## config.mk

```make
export PLATFORM = sky130hd
export DESIGN_NAME = uart_rx_fifo
export DESIGN_NICKNAME = d
export VERILOG_FILES = /design/src/rtl/uart_rx_fifo_pkg.sv /design/src/rtl/uart_rx_fifo_mem.sv /design/src/rtl/uart_rx_fifo.sv
export SDC_FILE = /design/constraint.sdc
export NUM_CORES = 1
export LEC_CHECK = 0
export ABC_AREA = 1
export ABC_CLOCK_PERIOD_IN_PS = 2910
export CAP_MARGIN = 30
export CORE_MARGIN = 10
export CORE_UTILIZATION = 35
export CTS_BUF_LIST = sky130_fd_sc_hd__clkbuf_4 sky130_fd_sc_hd__clkbuf_8
export DETAILED_ROUTE_END_ITERATION = 8
export DONT_BUFFER_PORTS = 1
export PLACE_DENSITY = 0.55
export SLEW_MARGIN = 20
export SYNTH_ARGS = -nofsm -noshare
export SYNTH_HDL_FRONTEND = slang
export SYNTH_SLANG_ARGS = --single-unit
```

## constraint.sdc

```tcl
create_clock -name clk -period 2.91 [get_ports clk]
set_clock_uncertainty 0.15 [all_clocks]
set_input_delay 0.4365 -clock clk [delete_from_list [all_inputs] [get_ports clk]]
set_output_delay 0.4365 -clock clk [all_outputs]
set_load 0.03 [all_outputs]
```

## src/rtl/uart_rx_fifo_pkg.sv

```systemverilog
// rtl/uart_rx_fifo_pkg.sv - shared uart constants for the receive FIFO slice
package uart_rx_fifo_pkg;

    // Width of one received UART character.
    localparam int BYTE_W = 8;

    // Default number of FIFO entries behind the receiver.
    localparam int FIFO_DEPTH_DEFAULT = 16;

endpackage

```

## src/rtl/uart_rx_fifo_mem.sv

```systemverilog
// rtl/uart_rx_fifo_mem.sv - DEPTH x BYTE_W register array, one write port, async read port
module uart_rx_fifo_mem
    import uart_rx_fifo_pkg::*;
#(
    parameter int DEPTH = FIFO_DEPTH_DEFAULT,
    parameter int AW    = $clog2(DEPTH)
) (
    input  logic              clk,
    input  logic              we_i,
    input  logic [AW-1:0]     waddr_i,
    input  logic [BYTE_W-1:0] wdata_i,
    input  logic [AW-1:0]     raddr_i,
    output logic [BYTE_W-1:0] rdata_o
);

    logic [BYTE_W-1:0] mem_q [DEPTH];

    // Storage is not reset; validity of each entry is tracked by the pointers in the parent.
    always_ff @(posedge clk) begin
        if (we_i) begin
            mem_q[waddr_i] <= wdata_i;
        end
    end

    // Head entry is visible combinationally so the consumer sees it without a read cycle.
    assign rdata_o = mem_q[raddr_i];

endmodule

```

## src/rtl/uart_rx_fifo.sv

```systemverilog
// rtl/uart_rx_fifo.sv - receive byte FIFO capturing Uart8 frames on the rxDone rising edge
module uart_rx_fifo
    import uart_rx_fifo_pkg::*;
#(
    parameter int DEPTH    = FIFO_DEPTH_DEFAULT,
    parameter int DROP_ERR = 1
) (
    input  logic                    clk,
    input  logic                    rst,
    input  logic                    rxDone,
    input  logic                    rxErr,
    input  logic [BYTE_W-1:0]       rxByte,
    output logic                    outValid,
    input  logic                    outReady,
    output logic [BYTE_W-1:0]       outByte,
    output logic [$clog2(DEPTH):0]  count,
    output logic                    full,
    output logic                    overflow,
    output logic                    errSeen,
    input  logic                    clrFlags
);

    localparam int AW = $clog2(DEPTH);
    localparam int CW = AW + 1;

    logic          rx_done_prev_q;
    logic          rx_armed_q, rx_armed_d;
    logic [AW-1:0] wr_ptr_q, wr_ptr_d;
    logic [AW-1:0] rd_ptr_q, rd_ptr_d;
    logic [CW-1:0] count_q, count_d;
    logic          overflow_q, overflow_d;
    logic          err_seen_q, err_seen_d;

    logic              strobe;
    logic              not_empty;
    logic              full_w;
    logic              rd_en;
    logic              drop_err_byte;
    logic              wr_en;
    logic              ovf_set;
    logic              err_set;
    logic [BYTE_W-1:0] head_byte;

    // Capture, read and flag-update decisions plus next-state for pointers and count.
    always_comb begin
        // rx_armed_q blocks a capture until rxDone has been seen low after reset,
        // so a frame already in progress at reset release is never taken.
        rx_armed_d    = rx_armed_q | ~rxDone;
        strobe        = rxDone & ~rx_done_prev_q & rx_armed_q;
        not_empty     = (count_q != '0);
        full_w        = (count_q == CW'(DEPTH));
        rd_en         = not_empty & outReady;
        drop_err_byte = (DROP_ERR != 0) & rxErr;
        // A read in the same cycle frees the slot, so a full FIFO still accepts.
        wr_en         = strobe & ~drop_err_byte & (~full_w | rd_en);
        ovf_set       = strobe & ~drop_err_byte & full_w & ~rd_en;
        err_set       = strobe & rxErr;

        wr_ptr_d = wr_en ? wr_ptr_q + AW'(1) : wr_ptr_q;
        rd_ptr_d = rd_en ? rd_ptr_q + AW'(1) : rd_ptr_q;

        count_d = count_q;
        case ({wr_en, rd_en})
            2'b10:   count_d = count_q + CW'(1);
            2'b01:   count_d = count_q - CW'(1);
            default: count_d = count_q;
        endcase

        // Setting has priority over a same-cycle clear so no event is lost.
        overflow_d = (overflow_q & ~clrFlags) | ovf_set;
        err_seen_d = (err_seen_q & ~clrFlags) | err_set;
    end

    // Control state register; reset empties the FIFO at once.
    always_ff @(posedge clk or posedge rst) begin
        if (rst) begin
            rx_done_prev_q <= 1'b0;
            rx_armed_q     <= 1'b0;
            wr_ptr_q       <= '0;
            rd_ptr_q       <= '0;
            count_q        <= '0;
            overflow_q     <= 1'b0;
            err_seen_q     <= 1'b0;
        end else begin
            rx_done_prev_q <= rxDone;
            rx_armed_q     <= rx_armed_d;
            wr_ptr_q       <= wr_ptr_d;
            rd_ptr_q       <= rd_ptr_d;
            count_q        <= count_d;
            overflow_q     <= overflow_d;
            err_seen_q     <= err_seen_d;
        end
    end

    uart_rx_fifo_mem #(
        .DEPTH (DEPTH),
        .AW    (AW)
    ) u_mem (
        .clk     (clk),
        .we_i    (wr_en),
        .waddr_i (wr_ptr_q),
        .wdata_i (rxByte),
        .raddr_i (rd_ptr_q),
        .rdata_o (head_byte)
    );

    // Head byte is forced to zero when empty so stale storage never leaks out.
    assign outValid = not_empty;
    assign outByte  = not_empty ? head_byte : '0;
    assign count    = count_q;
    assign full     = full_w;
    assign overflow = overflow_q;
    assign errSeen  = err_seen_q;

endmodule

```

==> summary.md <==
| Metric | Value |
|---|---|
| Largest net degree at the start of global routing | 37 |
| Register area share after synthesis | 70.6% |
| Layout area overhead | 16.4% |
| Die X | 151 um |
| Gate Count Post-Synth | 489 |
| Mean Syn Cell Area | 12.4 um^2 |
| Leak Pwr | 2.48 nW |
| Netlist cell types | 30 |
| Initial Util | 36.1% |
| Number of global-route vias before repair | 4056 |
| Most frequent cell after synthesis | edfxtp_1 |
| Clk sinks | 145 |
| CP max FO | 29 |
| RSZ-0062 raised after global routing | true |
| Max clock buf depth | 2 |
| DRT Wirelength | 14.6 mm |
| Share of cells above drive strength 1 | 15.2% |
| Post-Place Cell Area | 6490 um^2 |
| Num rows | 47 |
| Io pins | 31 |
| Ys flop type | edfxtp_1 |
| Post-DP HPWL | 9.58 mm |
| Antenna cell count | 0 |
| DIE AREA | 22900 um^2 |
| Number of port buffers | 0 |
| CTS tree | built |
| Final period util | 95.0% |
| Grt ovf | 0 |
| GR Util All Layers | 13.4% |
| Vias | 3959 |
| CP required | 2.32 ns |
| Worst-path clk slew | 0.08 ns |
| Total CTS buffers | 17 |
| Synth async-reset ratio | 11.7% |
| Post-Place Setup Slack | 0.467 ns |
| H-tree depth | 4 |
| Startpoint Class | flip-flop |
| Iter 0 DRT Violations | 321 |
| GR peak layer | met2 |
| Cell taking the most area after synthesis | edfxtp_1 |
| Hold crit path type | in -> reg |
| Flops & latches, synth | 145 |
| Power Density | 963 nW/um^2 |
| CP Capture Type | output pin |
| FF-to-FF path depth | 13 |
| Worst-margin pin slew | 0.684 ns |
| Post-route ant nets | 0 |
| Met3 GRT Util | 4.27% |
| Synth Cell Area | 6040 um^2 |
| Core Box Area | 16800 um^2 |
| Synth area leaders | edfxtp_1, dfrtp_1, o21ai_0 |
| Vias/cell | 5.16 |
| Finished Cell Area | 7040 um^2 |
| Post-synth EDFFs | 128 |
| Fmax | 0.362 GHz |
| Post-Place Cells | 722 |
| Worst setup margin | 0.145 ns |
| Status | complete, no violations |
| NumNets Final | 555 |
| Syn_nets | 510 |
| Gpl congestion | 0.820 |
| Critical path class | reg -> out |
| Max IR drop VDD | 762 uV |
| Worst relative slew slack | 54.3% |
| Final min period | 2.76 ns |
| Root Driver | clkbuf_8 |
| Top cell type's share of synthesized area | 63.6% |
| # DRC | 0 |
| Number of max-cap violations | 0 |
| Wire per inst | 19.1 um |
| GR Util met1 | 17.4% |
| Hold Path Cell Cnt | 2 |
| Initial antenna violation count | 0 |
| YS warnings | 0 |
| Max Slew Vio Count | 0 |
| Total negative slack | 0 ns |
| Layout Cells excl Fill | 767 |
| DRT Pass-1 Iters | 5 |
| First-pass GRT wire length | 23.2 mm |
| Met2 usage | 21.1% |
| Synth top cells by count | edfxtp_1, nor2_1, o21ai_0, nand2_1, inv_1 |
| Die height | 151 um |
| Endpoints failing setup | 0 |
| Fin. Hold Viols | 0 |
| Worst-Skew Late Latency | 0.44 ns |
| Critical Path AT | 2.18 ns |
kinds of logic (layout without fill, tap and decap cells):
logic type	after synthesis	after routing	synth area share, %
xor+xnor	8	8	1.16
flops	145	145	70.6
fa+ha+maj	7	7	1.45
buf+inv	51	109	3.66
simple gates	160	160	11.7
compound gates	118	118	11.4
power breakdown:
group / switching [W] / internal, W
combinational: 0.00176 / 0.000855
clock: 0.000811 / 0.000800
sequential: 0.000148 / 0.00240
total: 0.00272 / 0.00406
per-layer routing:
| metal | wire length [um] | vias to the layer above |
|---|---|---|
| met4 | 178 | 0 |
| met2 | 6860 | 139 |
| met1 | 6600 | 1937 |
| met3 | 1010 | 18 |
| met5 | 0 | - |
| li1 | - | 1865 |
stage by stage:
| stage | power, W | utilization (%) | hold slack, ns |
|---|---|---|---|
| global placement | 0.00513 | 38.7 | 0.289 |
| CTS | 0.00682 | 41.9 | 0.0397 |
| detailed placement | 0.00517 | 38.7 | 0.300 |
| finish | 0.00678 | 42.0 | 0.0616 |
| floorplan | 0.00434 | - | 0.213 |
| global route | 0.00725 | 42.0 | 0.0373 |
sequential cells by signal, summed over array words and instances, names as in the netlist:
name / count
u_mem.mem_q: 128
rx_armed_q: 1
errSeen: 1
rd_ptr_q: 4
rx_done_prev_q: 1
count: 5
wr_ptr_q: 4
overflow: 1
final cells by class:
class                   instances  area (um^2)
clock inverters                13          153
multi-input cells             293         1550
repair buffers                 50          424
inverters                      27          110
fillers                      1583         9720
well taps                     220          275
clock buffers                  19          249
flip-flops and latches        145         4270
critical path, cell delays in order, from the launching register on:
cell	delay, ns
dfrtp_2	0.41
buf_4	0.32
o21ai_0	0.15
o221ai_1	0.24
nand3_1	0.19
a21oi_1	0.21
buf_4	0.19
path summary, 6_finish.rpt:
path                             startpoint     endpoint  slack (ns)
worst max-delay path            rd_ptr_q[0]   outByte[0]        0.15
worst min-delay path               outReady  rd_ptr_q[1]        0.06
worst max register to register     count[3]     count[4]        0.53
worst min register to register   rx_armed_q   rx_armed_q        0.34
max in group asynchronous               rst     count[4]        1.75
min in group asynchronous               rst     overflow        0.38
timing repair:
item	CTS	global route
buffers inserted	0	0
setup endpoints to repair	0	5
gates resized for setup	0	4
hold buffers	13	0
hold endpoints to repair	150	0
cell usage in the layout, fill, tap and decap left out, types with 8 or more instances in the layout:
master         instances
edfxtp_1             128
nor2_1                96
o21ai_0               74
buf_4                 35
nand2_1               30
inv_1                 24
o221ai_1              22
nand3_1               19
clkbuf_8              17
dfrtp_1               15
dlygate4sd3_1         13
o22ai_1               11
a21oi_1                9
xor2_1                 8
Power figures use the tool's default switching activity.
